[src/rtl/regfile_write_arbiter_pkg.sv]
// Shared pipeline types for the register-file write-port arbiter.
// Latency: none (types and helpers only).
// Backpressure: n/a.
package regfile_write_arbiter_pkg;

  typedef logic [4:0]  reg_t;
  typedef logic [31:0] int_t;

  // One queued MDU result; valid drops when a younger WB write hits the same dst.
  typedef struct packed {
    logic valid;
    reg_t dst;
    int_t value;
  } wbarb_entry_t;

  typedef enum logic [1:0] {
    RUN    = 2'd0,
    DRAIN  = 2'd1,
    HALTED = 2'd2
  } wbarb_state_t;

  localparam reg_t REG_ZERO = 5'd0;

  // A write only reaches the port when it targets a real register ($0 is hardwired).
  function automatic logic is_effective(input logic we, input reg_t dst);
    return we && (dst != REG_ZERO);
  endfunction

endpackage

[src/rtl/regfile_write_arbiter_if.sv]
// Bundle of WB, MDU and register-file port signals around the write arbiter.
// Latency: none (wiring only).
// Backpressure: mdu_ready back to the MDU, stall_req back to the pipeline.
interface regfile_write_arbiter_if;
  import regfile_write_arbiter_pkg::*;

  logic wb_write_enable;
  reg_t wb_reg_dst;
  int_t wb_write_value;
  logic wb_syscall;
  logic mdu_valid;
  logic mdu_ready;
  reg_t mdu_reg_dst;
  int_t mdu_value;
  logic rf_write_enable;
  reg_t rf_reg_dst;
  int_t rf_write_value;
  logic stall_req;
  logic halted;

  modport master (
    output wb_write_enable, wb_reg_dst, wb_write_value, wb_syscall,
    output mdu_valid, mdu_reg_dst, mdu_value,
    input  mdu_ready, rf_write_enable, rf_reg_dst, rf_write_value, stall_req, halted
  );

  modport slave (
    input  wb_write_enable, wb_reg_dst, wb_write_value, wb_syscall,
    input  mdu_valid, mdu_reg_dst, mdu_value,
    output mdu_ready, rf_write_enable, rf_reg_dst, rf_write_value, stall_req, halted
  );

endinterface

[src/rtl/regfile_write_arbiter_fifo.sv]
// Circular MDU result buffer with per-entry valid bits and squash-by-dst.
// Latency: a pushed entry is visible at the head one cycle after the push edge.
// Backpressure: push ignored while full (even with a same-cycle pop); pop ignored while empty.
module wbarb_fifo
  import regfile_write_arbiter_pkg::*;
#(
  parameter int DEPTH = 4,
  localparam int AW = $clog2(DEPTH),
  localparam int CW = AW + 1
) (
  input  logic          clock,
  input  logic          reset,
  input  logic          push_i,
  input  reg_t          push_dst_i,
  input  int_t          push_value_i,
  input  logic          pop_i,
  input  logic          squash_i,
  input  reg_t          squash_dst_i,
  output wbarb_entry_t  head_o,
  output logic          empty_o,
  output logic          full_o,
  output logic [CW-1:0] count_o
);

  wbarb_entry_t  mem_q [DEPTH];
  logic [AW-1:0] rd_ptr_q, rd_ptr_d;
  logic [AW-1:0] wr_ptr_q, wr_ptr_d;
  logic [CW-1:0] count_q, count_d;
  logic          do_push, do_pop;

  assign empty_o = (count_q == '0);
  assign full_o  = (count_q == CW'(DEPTH));
  assign count_o = count_q;
  assign head_o  = mem_q[rd_ptr_q];
  assign do_push = push_i && !full_o;
  assign do_pop  = pop_i && !empty_o;

  // Pointer/count next state; DEPTH is a power of two so pointers wrap naturally.
  always_comb begin
    rd_ptr_d = rd_ptr_q;
    wr_ptr_d = wr_ptr_q;
    count_d  = count_q + CW'(do_push) - CW'(do_pop);
    if (do_push) wr_ptr_d = wr_ptr_q + AW'(1);
    if (do_pop)  rd_ptr_d = rd_ptr_q + AW'(1);
  end

  // Pointer/count registers; reset discards anything still queued.
  always_ff @(posedge clock or posedge reset) begin
    if (reset) begin
      rd_ptr_q <= '0;
      wr_ptr_q <= '0;
      count_q  <= '0;
    end else begin
      rd_ptr_q <= rd_ptr_d;
      wr_ptr_q <= wr_ptr_d;
      count_q  <= count_d;
    end
  end

  // Storage: squash matching entries, then write the new entry (its slot is free, so it stays valid).
  always_ff @(posedge clock or posedge reset) begin
    if (reset) begin
      for (int i = 0; i < DEPTH; i++) mem_q[i] <= '0;
    end else begin
      for (int i = 0; i < DEPTH; i++) begin
        if (squash_i && (mem_q[i].dst == squash_dst_i)) mem_q[i].valid <= 1'b0;
      end
      if (do_push) mem_q[wr_ptr_q] <= '{valid: 1'b1, dst: push_dst_i, value: push_value_i};
    end
  end

endmodule

[src/rtl/regfile_write_arbiter.sv]
// Shares the RF write port: WB wins, MDU results queue and drain into idle WB slots; SYSCALL drains then halts.
// Latency: WB same cycle; MDU >=1 cycle via the FIFO (0 cycles when WBARB_BYPASS_EN is defined and the path is idle).
// Backpressure: mdu_ready low when full or not in RUN; stall_req requests a bubble on starvation and during drain.
module regfile_write_arbiter
  import regfile_write_arbiter_pkg::*;
#(
  parameter int DEPTH        = 4,
  parameter int STARVE_LIMIT = 8
) (
  input  logic                   clock,
  input  logic                   reset,
  regfile_write_arbiter_if.slave bus
);

  localparam int CW = $clog2(DEPTH) + 1;
  localparam int WW = $clog2(STARVE_LIMIT + 1);

  wbarb_state_t  state_q, state_d;
  logic [WW-1:0] wait_q, wait_d;
  logic          stall_q, stall_d;

  wbarb_entry_t  head;
  logic          fifo_empty, fifo_full;
  logic [CW-1:0] fifo_count, count_next;
  logic          wb_eff, accept, bypass, push, pop, empty_next;

  assign wb_eff        = is_effective(bus.wb_write_enable, bus.wb_reg_dst);
  assign bus.mdu_ready = !fifo_full && (state_q == RUN);
  assign accept        = bus.mdu_valid && bus.mdu_ready;
`ifdef WBARB_BYPASS_EN
  assign bypass        = accept && fifo_empty && !wb_eff && (bus.mdu_reg_dst != REG_ZERO);
`else
  assign bypass        = 1'b0;
`endif
  // Results to $0 are accepted and dropped; bypassed results never enter the FIFO.
  assign push          = accept && !bypass && (bus.mdu_reg_dst != REG_ZERO);
  assign pop           = !fifo_empty && !wb_eff;
  assign count_next    = fifo_count + CW'(push) - CW'(pop);
  assign empty_next    = (count_next == '0);

  wbarb_fifo #(.DEPTH(DEPTH)) u_fifo (
    .clock        (clock),
    .reset        (reset),
    .push_i       (push),
    .push_dst_i   (bus.mdu_reg_dst),
    .push_value_i (bus.mdu_value),
    .pop_i        (pop),
    .squash_i     (wb_eff),
    .squash_dst_i (bus.wb_reg_dst),
    .head_o       (head),
    .empty_o      (fifo_empty),
    .full_o       (fifo_full),
    .count_o      (fifo_count)
  );

  // Port mux: WB first, then FIFO head (squashed heads pop silently), then optional bypass.
  always_comb begin
    bus.rf_write_enable = 1'b0;
    bus.rf_reg_dst      = '0;
    bus.rf_write_value  = '0;
    if (wb_eff) begin
      bus.rf_write_enable = 1'b1;
      bus.rf_reg_dst      = bus.wb_reg_dst;
      bus.rf_write_value  = bus.wb_write_value;
    end else if (pop) begin
      bus.rf_write_enable = head.valid;
      bus.rf_reg_dst      = head.dst;
      bus.rf_write_value  = head.value;
    end else if (bypass) begin
      bus.rf_write_enable = 1'b1;
      bus.rf_reg_dst      = bus.mdu_reg_dst;
      bus.rf_write_value  = bus.mdu_value;
    end
    if (reset) bus.rf_write_enable = 1'b0;
  end

  // Starvation tracking: count unserviced cycles, raise stall one cycle after the limit is reached.
  always_comb begin
    wait_d  = wait_q;
    stall_d = stall_q;
    if (fifo_empty || pop) wait_d = '0;
    else if (wait_q != WW'(STARVE_LIMIT)) wait_d = wait_q + WW'(1);
    if (pop) stall_d = 1'b0;
    else if (!fifo_empty && ((32'(wait_q) + 1) >= (STARVE_LIMIT - 1))) stall_d = 1'b1;
  end

  // FSM next state and outputs; leave DRAIN on the edge that retires the last entry.
  always_comb begin
    state_d       = state_q;
    bus.stall_req = stall_q;
    bus.halted    = 1'b0;
    case (state_q)
      RUN:     if (bus.wb_syscall) state_d = empty_next ? HALTED : DRAIN;
      DRAIN: begin
        bus.stall_req = 1'b1;
        if (empty_next) state_d = HALTED;
      end
      HALTED:  bus.halted = 1'b1;
      default: state_d = RUN;
    endcase
  end

  // State, wait counter and stall request registers.
  always_ff @(posedge clock or posedge reset) begin
    if (reset) begin
      state_q <= RUN;
      wait_q  <= '0;
      stall_q <= 1'b0;
    end else begin
      state_q <= state_d;
      wait_q  <= wait_d;
      stall_q <= stall_d;
    end
  end

endmodule

[src/flat_wrapper.sv]
// flat-port wrapper written by rule: the top's interface ports become plain ports
module regfile_write_arbiter_flat import regfile_write_arbiter_pkg::*;
#(
  parameter int DEPTH        = 4,
  parameter int STARVE_LIMIT = 8
)
  (clock, reset, bus_wb_write_enable, bus_wb_reg_dst, bus_wb_write_value, bus_wb_syscall, bus_mdu_valid, bus_mdu_reg_dst, bus_mdu_value, bus_mdu_ready, bus_rf_write_enable, bus_rf_reg_dst, bus_rf_write_value, bus_stall_req, bus_halted);
  regfile_write_arbiter_if bus_i ();
  input  logic clock;
  input  logic reset;
  input wire logic [$bits(bus_i.wb_write_enable)-1:0] bus_wb_write_enable;
  input wire logic [$bits(bus_i.wb_reg_dst)-1:0] bus_wb_reg_dst;
  input wire logic [$bits(bus_i.wb_write_value)-1:0] bus_wb_write_value;
  input wire logic [$bits(bus_i.wb_syscall)-1:0] bus_wb_syscall;
  input wire logic [$bits(bus_i.mdu_valid)-1:0] bus_mdu_valid;
  input wire logic [$bits(bus_i.mdu_reg_dst)-1:0] bus_mdu_reg_dst;
  input wire logic [$bits(bus_i.mdu_value)-1:0] bus_mdu_value;
  output wire logic [$bits(bus_i.mdu_ready)-1:0] bus_mdu_ready;
  output wire logic [$bits(bus_i.rf_write_enable)-1:0] bus_rf_write_enable;
  output wire logic [$bits(bus_i.rf_reg_dst)-1:0] bus_rf_reg_dst;
  output wire logic [$bits(bus_i.rf_write_value)-1:0] bus_rf_write_value;
  output wire logic [$bits(bus_i.stall_req)-1:0] bus_stall_req;
  output wire logic [$bits(bus_i.halted)-1:0] bus_halted;
  assign bus_i.wb_write_enable = bus_wb_write_enable;
  assign bus_i.wb_reg_dst = bus_wb_reg_dst;
  assign bus_i.wb_write_value = bus_wb_write_value;
  assign bus_i.wb_syscall = bus_wb_syscall;
  assign bus_i.mdu_valid = bus_mdu_valid;
  assign bus_i.mdu_reg_dst = bus_mdu_reg_dst;
  assign bus_i.mdu_value = bus_mdu_value;
  assign bus_mdu_ready = bus_i.mdu_ready;
  assign bus_rf_write_enable = bus_i.rf_write_enable;
  assign bus_rf_reg_dst = bus_i.rf_reg_dst;
  assign bus_rf_write_value = bus_i.rf_write_value;
  assign bus_stall_req = bus_i.stall_req;
  assign bus_halted = bus_i.halted;
  regfile_write_arbiter #(.DEPTH(DEPTH), .STARVE_LIMIT(STARVE_LIMIT)) u_core (.clock(clock), .reset(reset), .bus(bus_i));
endmodule
[config.mk]
export PLATFORM = sky130hd
export DESIGN_NAME = regfile_write_arbiter_flat
export DESIGN_NICKNAME = d
export VERILOG_FILES = /design/src/rtl/regfile_write_arbiter_pkg.sv /design/src/rtl/regfile_write_arbiter_if.sv /design/src/rtl/regfile_write_arbiter_fifo.sv /design/src/rtl/regfile_write_arbiter.sv /design/src/flat_wrapper.sv
export SDC_FILE = /design/constraint.sdc
export NUM_CORES = 1
export LEC_CHECK = 0
export CAP_MARGIN = 20
export CELL_PAD_IN_SITES_DETAIL_PLACEMENT = 1
export CELL_PAD_IN_SITES_GLOBAL_PLACEMENT = 2
export CORE_ASPECT_RATIO = 1.5
export CORE_MARGIN = 2
export CORE_UTILIZATION = 34
export CTS_CLUSTER_SIZE = 8
export DETAILED_ROUTE_END_ITERATION = 12
export PLACE_DENSITY = 0.77
export SETUP_SLACK_MARGIN = 0.4
export SYNTH_ARGS = -nofsm -noshare
export SYNTH_HDL_FRONTEND = slang
export SYNTH_SLANG_ARGS = --single-unit
[constraint.sdc]
create_clock -name clock -period 4.55 [get_ports clock]
set_input_delay 0.455 -clock clock [delete_from_list [all_inputs] [get_ports clock]]
set_output_delay 0.455 -clock clock [all_outputs]
set_load 0.005 [all_outputs]
==> results.md <==
* Final setup fails at 0
* Buffer count from post-CTS setup fixing at 0
* Antenna violations before repair at 2
* Wirelength per Cell at 20.2 µm
* Clock Path Buffers at 2
* Status: finished clean
* Critical Path RT at 4.09 ns
* First-pass GRT wire length at 34,700 µm
* Max-cap viol count at 0
* Hold Vio Cnt, Final at 0
* Synth Cell Area at 8430 µm²
* Fin crit share at 81.1%
* Synth-to-layout area growth at 25.1%
* Setup Skew at 0.0104 ns
* #FFs+latches synth at 166
* Top cell type's share of synthesized area at 49.3%
* Layout cells sized above 1 at 33.0%
* Post-DP Area at 9930 µm²
* Post-CTS Resized at 0
* Vias at 5,358
* Switch share at 31.5%
* Detail Placement HPWL at 14,500 µm
* Syn nets at 709
* Max Fclk at 0.271 GHz
* Clock root cell: clkbuf_16
* RSZ-0062 raised after global routing: no
* Via density at 5.03
* Warnings from Yosys at 0
* Die height at 197 µm
* Setup Total Neg Slack at 0 ns
* Syn Inst Count at 617
* Post-synth EDFFs at 0
* Combinational Power Share at 41.7%
* Relative slew margins at 41.5%
* Clock Power Share at 20.4%
* # rows at 70
* Pwr dens at 676 nW/µm²
* # IOs at 120
* CTS buffer count at 17
* Largest net degree at the start of global routing at 167
* Sink Count at 166
* Antenna Violating Nets Remaining at 0
* Pint at 0.00489 W
* Clk pin slew, worst setup/hold paths at 0.06 ns
* HP Class: reg -> reg
* Setup WS post-layout at 0.861 ns
* Least-Margin Pin Slew at 0.878 ns
* H-Tree Depth at 4
* Worst-skew pair later-pin latency at 0.44 ns
* Crit-path max FO at 24
* # DRC at 0
* Crit Path Category: in -> out
* Overall Power at 0.00713 W
* Sequential share of power at 37.9%
* Startpoint type of the worst setup path: primary input
* Peak supply drop at 316 µV
* Core Region at 24,300 µm²
* DRT iter0 DRCs at 223
* # hold bufs at CTS at 0
* NetSw at 0.00224 W
* Tot GR Track Use at 17.3%
* Die area at 26,100 µm²
* Die width at 133 µm
* CTS tree: built
* Async SR Flop Fraction at 100%
* Pins Over Slew Limit at 0
* Avg Cell Area, Syn at 13.7 µm²
* Synth top area cells: dfrtp_1 (49%), mux2_2 (12%), mux2_4 (10%), mux4_2 (10%), nand2_1 (3.6%)
* Leak at 4.71 nW
* Netlist cell types at 39
* Final instance area at 10,500 µm²
* Sequential element share of the synthesized area at 49.3%
* Post-layout min period at 3.69 ns
* Routed WL at 21,500 µm
* Internal reg-to-reg setup slack at 1.64 ns
* Port bufs at 119
* Layout Nets at 819
* Post-Place Setup Slack at 0.852 ns
* Worst Setup End Kind: primary output
* Area leader, netlist: dfrtp_1
* Placer Congestion at 0.792
* Ys flop type: dfrtp_1
* Initial Utilization at 34.6%
* Number of global-route vias before repair at 6,285
* Grt total ovfl at 0
* Drt pass-1 iters at 4
* CP arrival at 3.23 ns
## critical path: stages
cell	delay [ns]
clkdlybuf4s50_1	0.56
or4_1	0.63
o21ai_4	0.45
buf_4	0.38
nand3_1	0.13
nand2_1	0.12
clkdlybuf4s50_1	0.50
## per-layer routing
| layer | global-route usage (%) | vias up | share of wire [%] |
|---|---|---|---|
| met5 | 0 | - | 0.051 |
| met4 | 6.57 | 2 | 1.7 |
| met3 | 3.06 | 24 | 2.5 |
| met2 | 33.4 | 89 | 57 |
| met1 | 18.5 | 2837 | 38 |
| li1 | - | 2406 | - |
## power by group through the flow
stage	Clock (W)	Sequential [W]	Combinational, W
6_report	0.00145	0.00270	0.00298
5_1_grt	0.00155	0.00280	0.00323
4_1_cts	0.00149	0.00277	0.00296
3_5_place_dp	0	0.00279	0.00294
3_3_place_gp	0	0.00269	0.00284
2_1_floorplan	0	0.00249	0.00219
## cells in the final DEF (no fill, tap or decap), types with 10 or more instances in the layout
| master | netlist | final |
|---|---|---|
| buf_4 | 0 | 10 |
| clkbuf_16 | 0 | 17 |
| clkdlybuf4s50_1 | 0 | 119 |
| dfrtp_1 | 166 | 164 |
| ha_1 | 11 | 11 |
| inv_1 | 16 | 15 |
| mux2_2 | 92 | 92 |
| mux2_4 | 57 | 57 |
| mux4_2 | 38 | 38 |
| nand2_1 | 81 | 81 |
| nand3_1 | 36 | 36 |
| nor2_1 | 10 | 10 |
| xnor2_1 | 15 | 15 |
| xor2_1 | 13 | 13 |
## worst paths after layout
path                                          startpoint                         to  depth (start not counted)
worst max register to register  u_core.u_fifo.count_o[2]          u_core.state_q[1]                         10
worst min-delay path            u_core.u_fifo.mem_q[113]   u_core.u_fifo.mem_q[113]                          1
worst min register to register  u_core.u_fifo.mem_q[113]   u_core.u_fifo.mem_q[113]                          1
max in group asynchronous                          reset  u_core.u_fifo.rd_ptr_q[1]                          3
worst max-delay path                   bus_wb_reg_dst[2]      bus_rf_write_value[2]                          7
min in group asynchronous                          reset   u_core.u_fifo.mem_q[151]                          3
## cell families (layout without fill, tap and decap cells)
kind of cell / after synthesis / in the layout / synth area share, %
simple gates: 144 / 144 / 7.53
xor+xnor: 28 / 28 / 2.91
buf+inv: 57 / 180 / 3.52
other cells: 0 / 1 / 0
mux: 187 / 187 / 32.6
fa+ha+maj: 13 / 13 / 2.11
flops: 166 / 166 / 49.3
compound gates: 22 / 22 / 2.06
## final cells by class
cell class                      count  area [µm²]
Clock inverter                     14         166
Sequential cell                   166        4160
Inverter                           16        63.8
Fill cell                        2568       13800
Tap cell                          324         405
Timing Repair Buffer              132        1330
Antenna cell                        1        2.50
Multi-Input combinational cell    394        4000
Clock buffer                       18         429
## Yosys cell counts, types with 5 or more instances
master    number
mux2_4        57
xnor2_1       15
buf_2         12
mux2_2        92
dfrtp_1      166
nand2_1       81
buf_6          9
mux4_2        38
inv_1         16
o21ai_0        5
ha_1          11
xor2_1        13
nor2_1        10
nand3_1       36
clkbuf_1      16
## per-stage QoR
step           hold slack, ns  instances  utilization [%]
4_1_cts                 0.500       1063             43.2
3_3_place_gp            0.459       1031             40.8
6_report                0.492       1065             43.3
5_1_grt                 0.520       1065             43.3
2_1_floorplan           0.444        617                -
3_5_place_dp            0.485       1031             40.8
Note: power is estimated with default switching activity, not from simulation.
